## src/rtl/ahb_uart_pkg.sv

```systemverilog
// Shared types and constants for the AHB-to-UART byte-stream bridge.
package ahb_uart_pkg;

   typedef enum logic [2:0] {IDLE, WAIT_TX, PUSH, WAIT_RX, RESP, GAP} ahb_uart_state_t;

   localparam logic [1:0] REG_DATA   = 2'd0;
   localparam logic [1:0] REG_STATUS = 2'd1;
   localparam logic [1:0] REG_CTRL   = 2'd2;

   localparam int ST_TX_FULL  = 0;
   localparam int ST_TX_EMPTY = 1;
   localparam int ST_RX_FULL  = 2;
   localparam int ST_RX_EMPTY = 3;
   localparam int ST_RX_OVF   = 4;

   localparam int CTRL_TX_EN       = 0;
   localparam int CTRL_RX_EN       = 1;
   localparam int CTRL_RX_BLOCK    = 2;
   localparam int CTRL_TX_EMPTY_IE = 3;
   localparam int CTRL_RX_AVAIL_IE = 4;
   localparam int CTRL_OVF_IE      = 5;
   localparam int CTRL_W           = 6;

   localparam logic [31:0] RX_EMPTY_WORD = 32'h8000_0000;

   typedef struct packed {
      logic        wr;
      logic [1:0]  idx;
      logic [2:0]  size;
      logic [31:0] wdata;
   } ahb_uart_req_t;

   function automatic logic [2:0] size_bytes(input logic [1:0] sz);
      return 3'd1 << sz;
   endfunction

endpackage

```

## src/rtl/ahb_uart_bridge_if.sv

```systemverilog
// AHB slave-side transfer signals of the UART bridge.
interface ahb_uart_bridge_if #(
   parameter int ADDR_W = 32,
   parameter int DATA_W = 32
);
   logic              hsel;
   logic              hwrite;
   logic [ADDR_W-1:0] haddr;
   logic [2:0]        hsize;
   logic [DATA_W-1:0] hwdata;
   logic [DATA_W-1:0] hrdata;
   logic              hready;
   logic              hresp;

   modport master (output hsel, hwrite, haddr, hsize, hwdata,
                   input  hrdata, hready, hresp);
   modport slave  (input  hsel, hwrite, haddr, hsize, hwdata,
                   output hrdata, hready, hresp);
endinterface

```

## src/rtl/ahb_uart_bridge_fifo.sv

```systemverilog
// byte_fifo: power-of-2 byte FIFO with show-ahead head (0x00 when empty).
module byte_fifo #(
   parameter int DEPTH = 16,
   parameter int LW    = $clog2(DEPTH) + 1
) (
   input  logic          clk,
   input  logic          rstn,
   input  logic          push_i,
   input  logic          pop_i,
   input  logic [7:0]    din_i,
   output logic [7:0]    dout_o,
   output logic [LW-1:0] level_o,
   output logic          full_o,
   output logic          empty_o
);
   localparam int AW = $clog2(DEPTH);

   logic [7:0]    mem_q [DEPTH];
   logic [AW-1:0] wr_q, rd_q;
   logic [LW-1:0] lvl_q;

   // Caller only pushes when not full or when popping in the same cycle.
   always_ff @(posedge clk or negedge rstn) begin
      if (!rstn) begin
         wr_q  <= '0;
         rd_q  <= '0;
         lvl_q <= '0;
      end else begin
         if (push_i) wr_q <= wr_q + 1'b1;
         if (pop_i)  rd_q <= rd_q + 1'b1;
         case ({push_i, pop_i})
            2'b10:   lvl_q <= lvl_q + 1'b1;
            2'b01:   lvl_q <= lvl_q - 1'b1;
            default: lvl_q <= lvl_q;
         endcase
      end
   end

   always_ff @(posedge clk) begin
      if (push_i) mem_q[wr_q] <= din_i;
   end

   assign empty_o = (lvl_q == '0);
   assign full_o  = (lvl_q == LW'(DEPTH));
   assign level_o = lvl_q;
   assign dout_o  = empty_o ? 8'h00 : mem_q[rd_q];
endmodule

```

## src/rtl/ahb_uart_bridge.sv

```systemverilog
// AHB slave to UART byte-stream bridge with TX/RX byte FIFOs and CTRL/STATUS regs.
// Define AHB_UART_IRQ_EN to add the irq_o output and CTRL interrupt-enable bits.
module ahb_uart_bridge
   import ahb_uart_pkg::*;
#(
   parameter int DATA_W   = 32,
   parameter int ADDR_W   = 32,
   parameter int TX_DEPTH = 16,
   parameter int RX_DEPTH = 16
) (
   input  logic       clk,
   input  logic       rstn,
   ahb_uart_bridge_if.slave bus,
   output logic       tx_valid_o,
   output logic [7:0] tx_data_o,
   input  logic       tx_ready_i,
   input  logic       rx_valid_i,
   input  logic [7:0] rx_data_i,
   output logic       rx_ready_o
`ifdef AHB_UART_IRQ_EN
   ,
   output logic       irq_o
`endif
);
   localparam int TLW = $clog2(TX_DEPTH) + 1;
   localparam int RLW = $clog2(RX_DEPTH) + 1;
`ifdef AHB_UART_IRQ_EN
   localparam logic [CTRL_W-1:0] CTRL_MASK = 6'h3F;
`else
   localparam logic [CTRL_W-1:0] CTRL_MASK = 6'h07;
`endif

   ahb_uart_state_t   state_q, state_d;
   ahb_uart_req_t     req_q, req_d;
   logic [1:0]        cnt_q, cnt_d;
   logic [DATA_W-1:0] rdata_q, rdata_d;
   logic              err_q, err_d;
   logic              rd_empty_q, rd_empty_d;
   logic [CTRL_W-1:0] ctrl_q;
   logic              rx_ovf_q;

   logic           tx_push, tx_pop, tx_full, tx_empty;
   logic           rx_push, rx_pop, rx_full, rx_empty, ovf_set, reg_wr;
   logic [7:0]     tx_head, rx_head;
   logic [TLW-1:0] tx_level, tx_free;
   logic [RLW-1:0] rx_level;
   logic [31:0]    status_w;
   logic           unused_haddr;

   assign unused_haddr = ^{bus.haddr[ADDR_W-1:4], bus.haddr[1:0]};

   byte_fifo #(.DEPTH(TX_DEPTH)) u_tx_fifo (
      .clk, .rstn, .push_i(tx_push), .pop_i(tx_pop),
      .din_i(req_q.wdata[{cnt_q, 3'b000} +: 8]), .dout_o(tx_head),
      .level_o(tx_level), .full_o(tx_full), .empty_o(tx_empty)
   );

   byte_fifo #(.DEPTH(RX_DEPTH)) u_rx_fifo (
      .clk, .rstn, .push_i(rx_push), .pop_i(rx_pop), .din_i(rx_data_i),
      .dout_o(rx_head), .level_o(rx_level), .full_o(rx_full), .empty_o(rx_empty)
   );

   assign tx_free    = TLW'(TX_DEPTH) - tx_level;
   assign tx_valid_o = ctrl_q[CTRL_TX_EN] & ~tx_empty;
   assign tx_data_o  = tx_head;
   assign tx_pop     = tx_valid_o & tx_ready_i;

   assign reg_wr  = (state_q == RESP) & req_q.wr & ~err_q;
   assign rx_pop  = (state_q == RESP) & ~req_q.wr & ~err_q & (req_q.idx == REG_DATA) & ~rd_empty_q;
   // A pop in the same cycle frees a slot, so a full FIFO still takes the byte.
   assign rx_push = rx_valid_i & ctrl_q[CTRL_RX_EN] & (~rx_full | rx_pop);
   assign ovf_set = rx_valid_i & ctrl_q[CTRL_RX_EN] & rx_full & ~rx_pop;
   assign rx_ready_o = ctrl_q[CTRL_RX_EN];

   assign status_w = {8'h00, 8'(rx_level), 8'(tx_level), 3'b000,
                      rx_ovf_q, rx_empty, rx_full, tx_empty, tx_full};

   function automatic logic [31:0] rd_mux(input logic [1:0] idx);
      case (idx)
         REG_DATA:   return {24'h0, rx_head};
         REG_STATUS: return status_w;
         REG_CTRL:   return {{(32-CTRL_W){1'b0}}, ctrl_q};
         default:    return 32'h0;
      endcase
   endfunction

   always_comb begin
      state_d    = state_q;
      req_d      = req_q;
      cnt_d      = cnt_q;
      rdata_d    = rdata_q;
      err_d      = err_q;
      rd_empty_d = rd_empty_q;
      tx_push    = 1'b0;
      case (state_q)
         IDLE: if (bus.hsel) begin
            req_d      = '{wr: bus.hwrite, idx: bus.haddr[3:2], size: bus.hsize, wdata: bus.hwdata};
            err_d      = (bus.hsize > 3'd2);
            rd_empty_d = 1'b0;
            cnt_d      = 2'd0;
            if (bus.hsize > 3'd2)
               state_d = RESP;
            else if (bus.hwrite && bus.haddr[3:2] == REG_DATA)
               // Skip the hold when space is already there to meet n+1 latency.
               state_d = (tx_free >= TLW'(size_bytes(bus.hsize[1:0]))) ? PUSH : WAIT_TX;
            else if (!bus.hwrite && bus.haddr[3:2] == REG_DATA && rx_empty) begin
               if (ctrl_q[CTRL_RX_BLOCK]) state_d = WAIT_RX;
               else begin
                  rd_empty_d = 1'b1;
                  rdata_d    = RX_EMPTY_WORD;
                  state_d    = RESP;
               end
            end else begin
               if (!bus.hwrite) rdata_d = rd_mux(bus.haddr[3:2]);
               state_d = RESP;
            end
         end
         WAIT_TX: if (tx_free >= TLW'(size_bytes(req_q.size[1:0]))) state_d = PUSH;
         PUSH: begin
            tx_push = 1'b1;
            if (cnt_q == 2'(size_bytes(req_q.size[1:0]) - 3'd1)) state_d = RESP;
            else cnt_d = cnt_q + 2'd1;
         end
         WAIT_RX: if (!rx_empty) begin
            rdata_d = {24'h0, rx_head};
            state_d = RESP;
         end
         RESP:    state_d = GAP;
         GAP:     state_d = IDLE;
         default: state_d = IDLE;
      endcase
   end

   always_ff @(posedge clk or negedge rstn) begin
      if (!rstn) begin
         state_q    <= IDLE;
         req_q      <= '0;
         cnt_q      <= 2'd0;
         rdata_q    <= '0;
         err_q      <= 1'b0;
         rd_empty_q <= 1'b0;
         ctrl_q     <= CTRL_W'(1);
         rx_ovf_q   <= 1'b0;
      end else begin
         state_q    <= state_d;
         req_q      <= req_d;
         cnt_q      <= cnt_d;
         rdata_q    <= rdata_d;
         err_q      <= err_d;
         rd_empty_q <= rd_empty_d;
         if (reg_wr && req_q.idx == REG_CTRL) ctrl_q <= req_q.wdata[CTRL_W-1:0] & CTRL_MASK;
         if (ovf_set) rx_ovf_q <= 1'b1;
         else if (reg_wr && req_q.idx == REG_STATUS && req_q.wdata[ST_RX_OVF]) rx_ovf_q <= 1'b0;
      end
   end

`ifdef AHB_UART_IRQ_EN
   logic irq_q;
   always_ff @(posedge clk or negedge rstn) begin
      if (!rstn) irq_q <= 1'b0;
      else       irq_q <= |({rx_ovf_q, ~rx_empty, tx_empty} & ctrl_q[CTRL_OVF_IE:CTRL_TX_EMPTY_IE]);
   end
   assign irq_o = irq_q;
`endif

   assign bus.hready = (state_q == RESP);
   assign bus.hresp  = (state_q == RESP) & err_q;
   assign bus.hrdata = rdata_q;
endmodule
```

## src/flat_wrapper.sv

```systemverilog
// flat-port wrapper written by rule: the top's interface ports become plain ports
module ahb_uart_bridge_flat import ahb_uart_pkg::*;
#(
   parameter int DATA_W   = 32,
   parameter int ADDR_W   = 32,
   parameter int TX_DEPTH = 16,
   parameter int RX_DEPTH = 16
)
  (clk, rstn, tx_valid_o, tx_data_o, tx_ready_i, rx_valid_i, rx_data_i, rx_ready_o, bus_hsel, bus_hwrite, bus_haddr, bus_hsize, bus_hwdata, bus_hrdata, bus_hready, bus_hresp);
  ahb_uart_bridge_if #(.ADDR_W(ADDR_W), .DATA_W(DATA_W)) bus_i ();
  input  logic clk;
  input  logic rstn;
  output logic tx_valid_o;
  output logic [7:0] tx_data_o;
  input  logic tx_ready_i;
  input  logic rx_valid_i;
  input  logic [7:0] rx_data_i;
  output logic rx_ready_o;
  input wire logic [$bits(bus_i.hsel)-1:0] bus_hsel;
  input wire logic [$bits(bus_i.hwrite)-1:0] bus_hwrite;
  input wire logic [$bits(bus_i.haddr)-1:0] bus_haddr;
  input wire logic [$bits(bus_i.hsize)-1:0] bus_hsize;
  input wire logic [$bits(bus_i.hwdata)-1:0] bus_hwdata;
  output wire logic [$bits(bus_i.hrdata)-1:0] bus_hrdata;
  output wire logic [$bits(bus_i.hready)-1:0] bus_hready;
  output wire logic [$bits(bus_i.hresp)-1:0] bus_hresp;
  assign bus_i.hsel = bus_hsel;
  assign bus_i.hwrite = bus_hwrite;
  assign bus_i.haddr = bus_haddr;
  assign bus_i.hsize = bus_hsize;
  assign bus_i.hwdata = bus_hwdata;
  assign bus_hrdata = bus_i.hrdata;
  assign bus_hready = bus_i.hready;
  assign bus_hresp = bus_i.hresp;
  ahb_uart_bridge #(.DATA_W(DATA_W), .ADDR_W(ADDR_W), .TX_DEPTH(TX_DEPTH), .RX_DEPTH(RX_DEPTH)) u_core (.clk(clk), .rstn(rstn), .bus(bus_i), .tx_valid_o(tx_valid_o), .tx_data_o(tx_data_o), .tx_ready_i(tx_ready_i), .rx_valid_i(rx_valid_i), .rx_data_i(rx_data_i), .rx_ready_o(rx_ready_o));
endmodule
```

## config.mk

```make
export PLATFORM = sky130hd
export DESIGN_NAME = ahb_uart_bridge_flat
export DESIGN_NICKNAME = d
export VERILOG_FILES = /design/src/rtl/ahb_uart_pkg.sv /design/src/rtl/ahb_uart_bridge_if.sv /design/src/rtl/ahb_uart_bridge_fifo.sv /design/src/rtl/ahb_uart_bridge.sv /design/src/flat_wrapper.sv
export SDC_FILE = /design/constraint.sdc
export NUM_CORES = 1
export LEC_CHECK = 0
export CORE_UTILIZATION = 52
export CTS_CLUSTER_DIAMETER = 100
export DETAILED_ROUTE_END_ITERATION = 10
export GPL_ROUTABILITY_DRIVEN = 1
export HOLD_SLACK_MARGIN = 0.06
export MAX_ROUTING_LAYER = met4
export PLACE_DENSITY = 0.76
export SETUP_SLACK_MARGIN = 0.02
export SLEW_MARGIN = 20
export SYNTH_ARGS = -nofsm -noshare
export SYNTH_HDL_FRONTEND = slang
export SYNTH_SLANG_ARGS = --single-unit
```

## constraint.sdc

```tcl
create_clock -name clk -period 3 [get_ports clk]
set_input_delay 0.3 -clock clk [delete_from_list [all_inputs] [get_ports clk]]
set_output_delay 0.3 -clock clk [all_outputs]
set_load 0.005 [all_outputs]
```

==> results of run 1 <==
## power groups by stage
stage          clock [mW]  sequential [mW]  combinational, mW
2_1_floorplan           0             6.69               3.27
3_3_place_gp            0             6.94               4.55
3_5_place_dp            0             6.97               4.71
4_1_cts              4.36             6.88               4.74
5_1_grt              4.52             6.96               5.34
6_report             4.27             6.87               4.86
## worst reg2reg max path: stages (launching register included)
cell and delay, ns:
dfrtp_1 0.34, inv_1 0.10, ha_1 0.24, nor3b_2 0.17, ha_2 0.20, nor2b_2 0.15, and2_4 0.18, ha_4 0.15
inv_1 0.07, fa_1 0.41, nor2b_1 0.11, o21ai_0 0.09, and3_1 0.20, nor3_2 0.14, xnor2_1 0.14
## worst paths after layout
path                                                         startpoint                                      end  slack [ns]  depth (start not counted)
worst max-delay path               u_core.u_tx_fifo.rd_q[0]$_DFFE_PN0P_                             tx_data_o[2]        0.04                          7
worst min-delay path                                     bus_hwdata[16]             u_core.req_q[16]$_DFFE_PN0P_        0.31                          3
min in group asynchronous                                          rstn              u_core.req_q[0]$_DFFE_PN0P_        0.44                          2
worst max register to register  u_core.u_tx_fifo.level_o[0]$_DFFE_PN0P_  u_core.u_tx_fifo.level_o[4]$_DFFE_PN0P_        0.23                         14
worst min register to register             u_core.req_q[23]$_DFFE_PN0P_             u_core.req_q[23]$_DFFE_PN0P_        0.47                          2
max in group asynchronous                                          rstn             u_core.req_q[33]$_DFFE_PN0P_        1.75                          3
## stage by stage
stage,TNS [ns],cells
floorplan,0,930
global placement,0,1387
detailed placement,0,1387
CTS,-0.499,1455
global route,-0.0544,1465
finish,0,1465
## timing repair
action                                  CTS  global route
hold buffers                              1             0
hold endpoints to repair                 67             0
resized for setup                         3            19
gates cloned                              0             0
setup buffers                             1            10
endpoints found under the setup margin    8             6
## logic make-up (layout without fill, tap and decap cells)
logic type,count (synthesis),count (layout),share of synthesized area
flip-flops,349,349,0.676
AND/OR/NAND/NOR,267,267,0.0849
multiplexers,100,100,0.142
buffers and inverters,77,234,0.0268
AO/OA/AOI/OAI,75,75,0.0340
adder cells (fa/ha/maj),27,27,0.0236
XOR/XNOR,22,22,0.0130
other,1,13,0.000253
## cell type report
class | count | area (sq um)
clock buffer | 51 | 1060
clock inverter | 15 | 80.1
fill | 1976 | 10300
inverter | 21 | 78.8
multi-input combinational | 504 | 4490
sequential | 349 | 10000
tap | 378 | 473
timing repair buffer | 147 | 1390
## Yosys cell counts (all sizes together) (3+ instances only)
library cell,n
edfxtp,256
o31ai,4
nand2,169
nor4,3
a22oi,3
xnor2,16
ha,24
nand2b,7
nand3,4
a21oi,9
clkbuf,20
inv,21
mux2,7
a2bb2oi,3
a31oi,3
and2,18
a21o,5
nor2,23
mux2i,6
xor2,6
o21ai,32
mux4,87
nor3,7
buf,36
dfrtp,92
nor3b,5
nor2b,14
nand4,5
## routing by layer
metal / wire length [microns] / track usage / vias to the layer above / part of all wire
li1: - / - / 3705 / -
met1: 12700 / 0.283 / 4195 / 0.42
met2: 15400 / 0.368 / 190 / 0.51
met3: 1410 / 0.0347 / 65 / 0.047
met4: 750 / 0.0695 / 0 / 0.025
met5: 0 / - / - / 0
## flip-flops by register name, indices dropped and copies added (netlist names), 5 cells and up
signal	cells
u_core.u_rx_fifo.mem_q	128
u_core.u_tx_fifo.mem_q	128
u_core.u_tx_fifo.level_o	5
u_core.u_rx_fifo.level_o	5
u_core.req_q	37
u_core.bus.hrdata	19
==> flow_metrics.tcl, run 1 <==
set metrics [dict create \
    power.density_cell_area_mw_per_mm2 910 \
    tightest_slew_ns 0.921 \
    finalCriticalPeriod_ns 2.96 \
    synth_top_cell_area_share 0.519 \
    ir_drop_mv 0.572 \
    root_buffer "clkbuf_16" \
    cts_buffers 37 \
    leakagePower_nw 6.47 \
    grt_pass1_vias 8466 \
    place_ws_ns 0.0527 \
    cp-start-kind "flip-flop" \
    maxSlewViolCount 0 \
    postSynthCellCount 918 \
    row_count 61 \
    p_total_mw 16.0 \
    ios 125 \
    dr.pass1.iters 5 \
    ys.flop_type "edfxtp_1" \
    synth_area_sq_mm 0.0148 \
    fin_skew_ns 0.0180 \
    worst_skew_pair.late_latency_ns 0.52 \
    synth_edf_count 256 \
    final_common_cell "edfxtp_1" \
    synth_area_leaders "edfxtp_1, dfrtp_1, mux4_2, nand2_1, ha_1" \
    crit_type "reg2out" \
    hold_viol 0 \
    wl_per_cell_microns 20.7 \
    sw_frac_of_total 0.300 \
    synth_cell_types 66 \
    maxSlewHeadroom 0.386 \
    slowest_delay_ns 0.52 \
    power_frac_comb 0.304 \
    ys_seq_area_frac 0.676 \
    start_util 0.531 \
    synth_area_leader_cell "edfxtp_1" \
    vias 8155 \
    place.gp.congestion 0.821 \
    end_kind "output port" \
    via_per_inst 5.57 \
    cts_tree "yes" \
    ys_async_sr_fraction 0.266 \
    nNetsFinal 1167 \
    cpLargestDelayFamily "multiplexers" \
    ant_nets 0 \
    area_delta_synth_final_pct 18.7 \
    clkTransAtPathRegs_ns 0.06 \
    place_hpwl_microns 19800 \
    rsz0062_at_grt "true" \
    final_area_sq_mm 0.0176 \
    placed_area_sq_mm 0.0163 \
    p_clk_frac 0.267 \
    dieArea_sq_mm 0.0292 \
    core_area_sq_mm 0.0279 \
    arrival_ns 2.66 \
    power_switching_mw 4.81 \
    slowest_stage "mux4_2" \
    drt_iter0_drc 630 \
    drt-total-wl_microns 30300 \
    yosysWarnings 0 \
    required_ns 2.70 \
    gr-usage-all-layers 0.222 \
    antenna_found_initial 0 \
    chipHeight_microns 171 \
    crit_buf_inv 4 \
    grt_start_max_net_pins 71 \
    crit_path_cell_trace "buf_6 > buf_12 > buf_12 > mux4_2 > mux4_2 > nor2b_1 > clkdlybuf4s15_1" \
    seqPwrFrac 0.429 \
    portBuffers 81 \
    setup_violations 0 \
    drv_cap 0 \
    grt_pass1_wl_microns 47000 \
    overflow 0 \
    dieWidth_microns 171 \
    status "complete, no violations" \
    hp-class "in2reg" \
    holdWs_ns 0.310 \
    p_int_mw 11.2 \
    antenna_cells 0 \
    drive_above_1_share 0.219 \
    synth.avg_cell_area_sq_um 16.1 \
    fin_util 0.630 \
    crit_fanout 8 \
    cts_buffer_depth 3 \
    min_period_over_period 0.986 \
    drc 0 \
    layout_setup_ws_ns 0.0410 \
    final_cell_mix "edfxtp_1, nand2_1, dfrtp_1, mux4_2, clkdlybuf4s50_1" \
    fmax_mhz 338 \
    htree_levels 2 \
    clock_sinks 349 \
    synth-seq-cells 349 \
]
Note: power is estimated with default switching activity, not from simulation.
==> run 2, diff against run 1 <==
--- a/config.mk
+++ b/config.mk
@@ -9,11 +9,9 @@
 export CTS_CLUSTER_DIAMETER = 100
 export DETAILED_ROUTE_END_ITERATION = 10
 export GPL_ROUTABILITY_DRIVEN = 1
-export HOLD_SLACK_MARGIN = 0.06
 export MAX_ROUTING_LAYER = met4
 export PLACE_DENSITY = 0.76
 export SETUP_SLACK_MARGIN = 0.02
-export SLEW_MARGIN = 20
 export SYNTH_ARGS = -nofsm -noshare
 export SYNTH_HDL_FRONTEND = slang
 export SYNTH_SLANG_ARGS = --single-unit
==> results of run 2 <==
No change in the layout: final DEF, timing and power equal those of run 1.
==> run 3, diff against run 2 <==
--- a/config.mk
+++ b/config.mk
@@ -5,12 +5,13 @@
 export SDC_FILE = /design/constraint.sdc
 export NUM_CORES = 1
 export LEC_CHECK = 0
-export CORE_UTILIZATION = 52
+export CORE_UTILIZATION = 57
 export CTS_CLUSTER_DIAMETER = 100
 export DETAILED_ROUTE_END_ITERATION = 10
-export GPL_ROUTABILITY_DRIVEN = 1
+export DONT_BUFFER_PORTS = 1
+export GPL_ROUTABILITY_DRIVEN = 0
 export MAX_ROUTING_LAYER = met4
-export PLACE_DENSITY = 0.76
+export PLACE_DENSITY = 0.75
 export SETUP_SLACK_MARGIN = 0.02
 export SYNTH_ARGS = -nofsm -noshare
 export SYNTH_HDL_FRONTEND = slang
==> flow_metrics.tcl, run 3 (synthesis gave the netlist of run 1 again) <==
set metrics [dict create \
    gr-usage-all-layers 0.251 \
    status "complete, no violations" \
    area_delta_synth_final_pct 14.7 \
    worst_skew_pair.late_latency_ns 0.52 \
    dr.pass1.iters 5 \
    maxSlewHeadroom 0.211 \
    power.density_cell_area_mw_per_mm2 916 \
    tightest_slew_ns 1.18 \
    clock_sinks 349 \
    rsz0062_at_grt "false" \
    route.met3.wl_microns 2390 \
    maxUsedRoutingLayer "met4" \
    met2_wirelength_microns 14200 \
    nNetsFinal 1113 \
    end_kind "output port" \
    fmax_mhz 362 \
    start_util 0.585 \
    required_ns 2.70 \
    drt_iter0_drc 669 \
    fin_skew_ns 0.0216 \
    drv_cap 0 \
    row_count 58 \
    reg2regPathDepth 14 \
    p_total_mw 15.6 \
    root_buffer "clkbuf_16" \
    hp-class "in2reg" \
    leakagePower_nw 6.20 \
    rr_endpoint "u_core.u_tx_fifo.level_o[4]$_DFFE_PN0P_" \
    sw_frac_of_total 0.307 \
    final_area_sq_mm 0.0170 \
    min_period_over_period 0.921 \
    p_clk_frac 0.277 \
    power_frac_comb 0.274 \
    maxSlewViolCount 0 \
    fillers 1668 \
    final_cell_mix "edfxtp_1, nand2_1, dfrtp_1, mux4_2, dlygate4sd3_1" \
    overflow 0 \
    portBuffers 0 \
    antenna_found_initial 1 \
    vias 8107 \
    cts_buffers 36 \
    crit_fanout 9 \
    core_area_sq_mm 0.0253 \
    finalCriticalPeriod_ns 2.76 \
    drt-total-wl_microns 30700 \
    wl_per_cell_microns 22.5 \
    ir_drop_mv 0.524 \
    place_hpwl_microns 19400 \
    setup_tns_ns 0 \
    clkTransAtPathRegs_ns 0.06 \
    top_regs "u_core.u_rx_fifo.mem_q: 128 flops, u_core.u_tx_fifo.mem_q: 128 flops, u_core.req_q: 37 flops" \
    p_int_mw 10.8 \
    holdCritStartpoint "bus_hsize[2]" \
    placed_area_sq_mm 0.0153 \
    hold_depth 3 \
    ios 125 \
    htree_levels 2 \
    via_per_inst 5.94 \
    arrival_ns 2.46 \
    crit_type "reg2out" \
    reg2reg_from "u_core.u_tx_fifo.level_o[1]$_DFFE_PN0P_" \
    dieArea_sq_mm 0.0266 \
    r2r_slack_ns 0.25 \
    hold_end "u_core.rd_empty_q$_DFFE_PN0P_" \
    setup_violations 0 \
    hold_viol 0 \
    cts_tree "yes" \
    cp-start-kind "flip-flop" \
    cts_buffer_depth 3 \
    grt_start_max_net_pins 94 \
    seqPwrFrac 0.449 \
    regArea_sq_mm 0.0100 \
    multi_input_area_sq_mm 0.00447 \
    grt_pass1_vias 8351 \
    final_common_cell "edfxtp_1" \
    wl_met1_microns 13400 \
    ant_nets 0 \
    grt_pass1_wl_microns 47800 \
    drc 0 \
    chipHeight_microns 163 \
    power_switching_mw 4.78 \
    dieWidth_microns 163 \
    drive_above_1_share 0.208 \
]
==> run 3: power by group through the flow <==
stage          registers (mW)  clock network (mW)  logic [mW]
2_1_floorplan            6.69                   0        3.27
3_3_place_gp             7.08                   0        3.92
3_5_place_dp             7.11                   0        4.04
4_1_cts                  7.02                4.39        4.18
5_1_grt                  7.09                4.57        4.71
6_report                 6.99                4.32        4.26
==> run 3: worst max-delay path, cell delays in order, from the launching register on <==
cell	delay [ns]
dfrtp_4	0.46
buf_4	0.20
buf_4	0.15
mux4_2	0.50
mux4_2	0.47
nor2b_1	0.16
==> run 3: final cells by class <==
cell class / count / area share
tap: 330 / 0.0243
clock inverter: 22 / 0.0113
sequential: 349 / 0.589
timing repair buffer: 94 / 0.0509
clock buffer: 44 / 0.0560
inverter: 21 / 0.00464
antenna: 1 / 0.000147
multi-input combinational: 504 / 0.263
==> run 3: repair_timing <==
item / 4_1_cts / 5_1_grt
pin swaps: 0 / 0
hold buffers: 47 / 0
setup buffers: 0 / 6
endpoints found under the hold margin: 258 / 0
endpoints found under the setup margin: 7 / 4
gates resized for setup: 1 / 2
==> run 3: worst max-delay path by stage <==
stage | from | endpoint | depth (start not counted)
after floorplan | u_core.u_tx_fifo.level_o[0]$_DFFE_PN0P_ | u_core.u_tx_fifo.level_o[4]$_DFFE_PN0P_ | 15
after global placement | u_core.u_tx_fifo.level_o[1]$_DFFE_PN0P_ | u_core.u_tx_fifo.level_o[4]$_DFFE_PN0P_ | 13
after detailed placement | u_core.u_tx_fifo.level_o[1]$_DFFE_PN0P_ | u_core.u_tx_fifo.level_o[4]$_DFFE_PN0P_ | 13
after CTS | u_core.u_tx_fifo.rd_q[0]$_DFFE_PN0P_ | tx_data_o[7] | 4
after global routing | u_core.u_tx_fifo.level_o[1]$_DFFE_PN0P_ | u_core.u_tx_fifo.level_o[4]$_DFFE_PN0P_ | 14
final | u_core.u_tx_fifo.rd_q[0]$_DFFE_PN0P_ | tx_data_o[7] | 5
==> run 3: per-layer routing <==
layer / GRT usage / vias up
li1: - / 3607
met4: 0.0807 / 0
met1: 0.360 / 4120
met2: 0.368 / 319
met5: - / -
met3: 0.0447 / 61
==> run 3: metrics by stage <==
step,std cells,setup slack [ns],util,hold WS [ns]
2_1_floorplan,930,0.0370,-,0.00441
3_3_place_gp,1245,0.248,0.604,0.00795
3_5_place_dp,1245,0.205,0.604,0.00721
4_1_cts,1358,0.0340,0.669,0.0158
5_1_grt,1365,0.0402,0.671,0.0278
6_report,1365,0.236,0.671,0.0399
==> RTL change 1 (config.mk and constraints of run 1) <==
The 6 states of `ahb_uart_state_t` get a Gray code encoding in 3 bits.
--- a/src/rtl/ahb_uart_pkg.sv
+++ b/src/rtl/ahb_uart_pkg.sv
@@ -1,7 +1,7 @@
 // Shared types and constants for the AHB-to-UART byte-stream bridge.
 package ahb_uart_pkg;
 
-   typedef enum logic [2:0] {IDLE, WAIT_TX, PUSH, WAIT_RX, RESP, GAP} ahb_uart_state_t;
+   typedef enum logic [2:0] {IDLE = 3'b000, WAIT_TX = 3'b001, PUSH = 3'b011, WAIT_RX = 3'b010, RESP = 3'b110, GAP = 3'b111} ahb_uart_state_t;
 
    localparam logic [1:0] REG_DATA   = 2'd0;
    localparam logic [1:0] REG_STATUS = 2'd1;
Formal check against the unedited RTL: same outputs for any inputs over 4 cycles, from zero or initial values and one cycle with rstn low; so few cycles prove little.
==> RTL change 1 against run 1 <==
Via count increased by 4.4%; cell count increased by 1.8%; wire length increased by 5.6%; design area increased by 0.92%; synthesized area about the same; sequential cell count unchanged; setup slack improved by 0.078 ns; power increased by 4.2%; fmax increased by 2.7%; critical endpoint is now tx_data_o[4]; largest cell class unchanged.
==> RTL change 1: results (changes against run 1) <==
[metrics] adder-cell share of the synthesized area: 2.432% (was 2.364%)
[metrics] Worst Skew: 0.02862 ns (was 0.01797 ns)
[metrics] fraction of the mapped netlist area in compound gates: 3.453% (was 3.402%)
[metrics] Total Routing Usage GR: 23.55% (was 22.16%)
[metrics] fraction of met1 tracks used by global routing: 30.31% (was 28.27%)
[metrics] largest net degree at the start of global routing: 64 (was 71)
[metrics] number of buffers inserted during clock tree synthesis: 36 (was 37)
[metrics] Yosys cell types: 62 (was 66)
[metrics] dominant cells by area after synthesis: edfxtp_1 52%, dfrtp_1 16%, mux4_2 11% (was edfxtp_1 52%, dfrtp_1 16%, mux4_2 13%)
[metrics] post-place instance area: 16390 sq um (was 16290 sq um)
[metrics] Least-Margin Pin Slew: 0.8329 ns (was 0.9209 ns)
[metrics] number of DRC markers after the initial detailed-route iteration: 807 (was 630)
[metrics] buffers inserted during post-CTS setup optimization: 5 (was 1)
[metrics] Pleak: 6.615 nW (was 6.474 nW)
[metrics] highest clock rate: 347.1 MHz (was 338.0 MHz)
[metrics] worst voltage drop across the vdd grid: 617.5 uV (was 571.5 uV)
[metrics] DP Worst Slack: 0.1017 ns (was 0.05266 ns)
[metrics] number of global-route vias before repair: 8675 (was 8466)
[metrics] run status: finished, final reports clean (unchanged)
[metrics] post_cts resized: 13 (was 3)
[metrics] WP data arrival: 2.58 ns (was 2.66 ns)
[metrics] via count of the routed design: 8516 (was 8155)
[metrics] fraction of layout cells with a size suffix above 1: 20.56% (was 21.90%)
[metrics] placer's final routability congestion estimate: 0.8891 (was 0.8206)
[metrics] proportion of synthesized area in mux cells: 13.66% (was 14.16%)
[metrics] Critical Path Fanout Max: 7 (was 8)
[metrics] portion of the post-synthesis area used by sequential elements: 67.59% (was 67.58%)
-- RTL change 1: cell count changes after synthesis, moves of 4 or more --
| cell | change |
|---|---|
| mux4_2 | -14 |
| and2_1 | -13 |
| nor2_1 | +12 |
| nor3_1 | +10 |
| mux4_1 | +9 |
| clkbuf_1 | +8 |
| nand2b_1 | +6 |
| a21oi_1 | +5 |
| nor4_1 | +5 |
| mux2_2 | +4 |
| mux2i_1 | -4 |
| nor2b_1 | +4 |
-- RTL change 1: final cells by class --
cell class              instances  area [sq um]  share of cell area [%]
flip-flops and latches        349         10020                   56.44
multi-input cells             526          4498                   25.34
repair buffers                155          1486                   8.374
clock buffers                  49         991.0                   5.583
well taps                     378         473.0                   2.665
clock inverters                16         212.7                   1.198
inverters                      19         71.32                  0.4018
-- RTL change 1: power groups by stage --
stage                     Clock, mW  Sequential [mW]  Combinational (mW)
after floorplan                   0             6.68                3.55
after global placement            0             7.03                4.87
after detailed placement          0             7.06                5.00
after CTS                      4.62             6.94                5.22
after global routing           4.79             7.02                5.70
final                          4.54             6.94                5.18
-- RTL change 1: cell families (layout without fill, tap and decap cells) --
| logic type | after synthesis | in the layout |
|---|---|---|
| AOI/OAI and AO/OA | 78 | 78 |
| xor gates and xnor gates | 23 | 23 |
| adders and majority gates | 28 | 28 |
| buffers and inverters | 80 | 239 |
| DFF | 349 | 349 |
| muxes | 95 | 95 |
| other | 1 | 13 |
| and+or+nand+nor | 289 | 289 |
-- RTL change 1: worst paths after layout --
path	depth (start not counted)	to	from	slack (ns)
max	6	tx_data_o[4]	u_core.u_tx_fifo.rd_q[0]$_DFFE_PN0P_	0.12
min	3	u_core.req_q[10]$_DFFE_PN0P_	bus_hwdata[10]	0.32
max reg2reg	14	u_core.u_tx_fifo.level_o[4]$_DFFE_PN0P_	u_core.u_tx_fifo.level_o[0]$_DFFE_PN0P_	0.15
min reg2reg	2	u_core.req_q[30]$_DFFE_PN0P_	u_core.req_q[30]$_DFFE_PN0P_	0.47
max in group asynchronous	3	u_core.ctrl_q[0]$_DFFE_PN1P_	rstn	1.83
min in group asynchronous	2	u_core.u_rx_fifo.level_o[3]$_DFFE_PN0P_	rstn	0.42
-- RTL change 1: stage by stage --
stage / hold WS [ns] / std cells / util (%)
6_report: 0.3216 / 1492 / 63.54
5_1_grt: 0.3364 / 1492 / 63.54
4_1_cts: 0.3116 / 1491 / 63.43
3_5_place_dp: 0.4513 / 1418 / 58.66
3_3_place_gp: 0.4447 / 1418 / 58.66
2_1_floorplan: 0.004409 / 955 / -
-- RTL change 1: routing by layer --
layer / part of all wire [%] / vias up
met5: 0 / -
met4: 3.0 / 0
met3: 5.8 / 71
met2: 50 / 303
met1: 41 / 4340
li1: - / 3802
==> RTL change 2 (config.mk and constraints of run 1) <==
Made on the original files. `TX_DEPTH` is set to 16 in 2 places; all go to 32.
--- a/src/rtl/ahb_uart_bridge.sv
+++ b/src/rtl/ahb_uart_bridge.sv
@@ -5,7 +5,7 @@
 #(
    parameter int DATA_W   = 32,
    parameter int ADDR_W   = 32,
-   parameter int TX_DEPTH = 16,
+   parameter int TX_DEPTH = 32,
    parameter int RX_DEPTH = 16
 ) (
    input  logic       clk,
--- a/src/flat_wrapper.sv
+++ b/src/flat_wrapper.sv
@@ -3,7 +3,7 @@
 #(
    parameter int DATA_W   = 32,
    parameter int ADDR_W   = 32,
-   parameter int TX_DEPTH = 16,
+   parameter int TX_DEPTH = 32,
    parameter int RX_DEPTH = 16
 )
   (clk, rstn, tx_valid_o, tx_data_o, tx_ready_i, rx_valid_i, rx_data_i, rx_ready_o, bus_hsel, bus_hwrite, bus_haddr, bus_hsize, bus_hwdata, bus_hrdata, bus_hready, bus_hresp);
Behaviour: same outputs for any inputs over 4 cycles, from zero or initial values and one cycle with rstn low; that may be too few to reach the edited logic, so the function may still have changed.
==> RTL change 2 against run 1 <==
The run now ends with setup timing left; synthesized cell count up 31%; setup slack worse by 0.19 ns; non-clock buffer count up 23; design area up 34%; sequential cell count up 132; wire length up 42%; cell count up 30%; core utilization down 0.44 points; power up 38%; fmax down 6.2%; global-route usage up 1.5 points; synthesized area up 34%; clock power up 37%; critical endpoint is now tx_data_o[6]; largest power group unchanged.
==> RTL change 2: results (changes against run 1) <==
[metrics] worst r2r path cells: 13 (was 14)
[metrics] HPWL reported at the end of detailed placement: 26070 um (was 19840 um)
[metrics] mean post-synth cell area: 16.62 sq um (was 16.14 sq um)
[metrics] setup TNS: -1.042 ns (was 0 ns)
[metrics] Post-synth EDFFs: 384 (was 256)
[metrics] failing checks: setup timing
[metrics] worst voltage drop across the vdd grid: 543.9 uV (was 571.5 uV)
[metrics] worst reg2reg startpoint: u_core.u_tx_fifo.level_o[1]$_DFFE_PN0P_ (was u_core.u_tx_fifo.level_o[0]$_DFFE_PN0P_)
[metrics] dominant cells by area after synthesis: edfxtp_1 58%, mux4_2 13%, dfrtp_1 12% (was edfxtp_1 52%, dfrtp_1 16%, mux4_2 13%)
[metrics] largest stage delay on the critical path: 0.54 ns (was 0.52 ns)
[metrics] Final Non-Filler Cells: 1898 (was 1465)
[metrics] final routed wirelength across all metal layers: 43040 um (was 30280 um)
[metrics] post-layout worst setup margin: -0.1536 ns (was 0.04104 ns)
[metrics] length of routed met3 wiring: 3003 um (was 1411 um)
[metrics] Worst Skew: 0.02113 ns (was 0.01797 ns)
[metrics] Least-Margin Pin Slew: 0.9454 ns (was 0.9209 ns)
[metrics] run status: finished, violations left (was finished, final reports clean)
[metrics] Met1 Routed Length: 17620 um (was 12710 um)
[metrics] number of nets in the finished design: 1456 (was 1167)
[metrics] Yosys cell types: 65 (was 66)
[metrics] Hold/Removal Path Class: in -> async (was in -> reg)
[metrics] portion of the post-synthesis area used by sequential elements: 70.05% (was 67.58%)
[metrics] fraction of registers with async set/reset: 20.17% (was 26.65%)
[metrics] Critical Path Fanout Max: 6 (was 8)
[metrics] number of endpoints failing setup at the final stage: 8 (was 0)
[RTL change 2: cell types whose count changed in the layout (fill, tap and decap cells not counted), sizes merged, moves of 9 or more]
cell    delta
nor2      +37
o221ai    +16
clkbuf    +12
a22oi     +10
a21oi     +11
or3       +11
o21ai      -9
buf       +29
mux4      +25
inv        -9
edfxtp   +128
and2      -11
nand3     +22
[RTL change 2: how the worst max path moves through the flow]
| stage | start | slack (ns) | end | cells past startpoint |
|---|---|---|---|---|
| finish | u_core.u_tx_fifo.rd_q[0]$_DFFE_PN0P_ | -0.15 | tx_data_o[6] | 7 |
| CTS | u_core.u_tx_fifo.rd_q[0]$_DFFE_PN0P_ | -0.17 | tx_data_o[6] | 7 |
| global route | u_core.u_tx_fifo.rd_q[0]$_DFFE_PN0P_ | -0.24 | tx_data_o[6] | 7 |
| floorplan | u_core.u_tx_fifo.level_o[0]$_DFFE_PN0P_ | 0.08 | u_core.u_tx_fifo.level_o[5]$_DFFE_PN0P_ | 13 |
| detailed placement | u_core.u_tx_fifo.rd_q[0]$_DFFE_PN0P_ | 0.14 | tx_data_o[3] | 6 |
| global placement | u_core.u_tx_fifo.rd_q[0]$_DFFE_PN0P_ | 0.18 | tx_data_o[7] | 6 |
[RTL change 2: metal layers]
layer / vias up / global-route usage, %
li1: 4918 / -
met1: 5734 / 31.64
met2: 442 / 37.58
met3: 72 / 3.901
met4: 0 / 7.494
met5: - / -
[RTL change 2: kinds of logic (layout without fill, tap and decap cells)]
kind of cell	count (synthesis)	count (layout)	share of synthesized area [%]
flip-flops	481	481	70.05
adder cells (fa/ha/maj)	24	24	1.545
buffers and inverters	91	268	2.154
XOR/XNOR	26	26	1.143
AND/OR/NAND/NOR	341	341	7.867
multiplexers	122	122	13.22
other	1	12	0.01882
AO/OA/AOI/OAI	113	113	4.006
[RTL change 2: area by class of cell]
cell class	count	area [sq um]
inverter	12	45.04
multi-input combinational	638	5732
clock buffer	65	1338
fill	2646	14120
tap	511	639.4
sequential	481	13970
timing repair buffer	170	1632
clock inverter	21	197.7
[RTL change 2: power by group]
group          internal [mW]  switching [mW]  total, mW  leakage (nW)
logic                   3.19            3.71       6.90          2.83
clock network           3.39            2.47       5.86         0.755
registers               8.66           0.730       9.40          4.70
[RTL change 2: repair_timing]
action / 4_1_cts / 5_1_grt
pin swaps: 3 / 0
setup endpoints to repair: 8 / 21
buffers inserted: 6 / 0
hold buffers: 1 / 0
gates resized for setup: 54 / 8
cloned: 5 / 0
hold endpoints to repair: 34 / 0
[RTL change 2: worst max-delay path: cells and delay by family, from the launching register on]
family                 cells  cell delay (ns)
multiplexers               2             1.04
flip-flops                 1             0.52
buffers and inverters      3             0.43
AO/OA/AOI/OAI              2             0.26
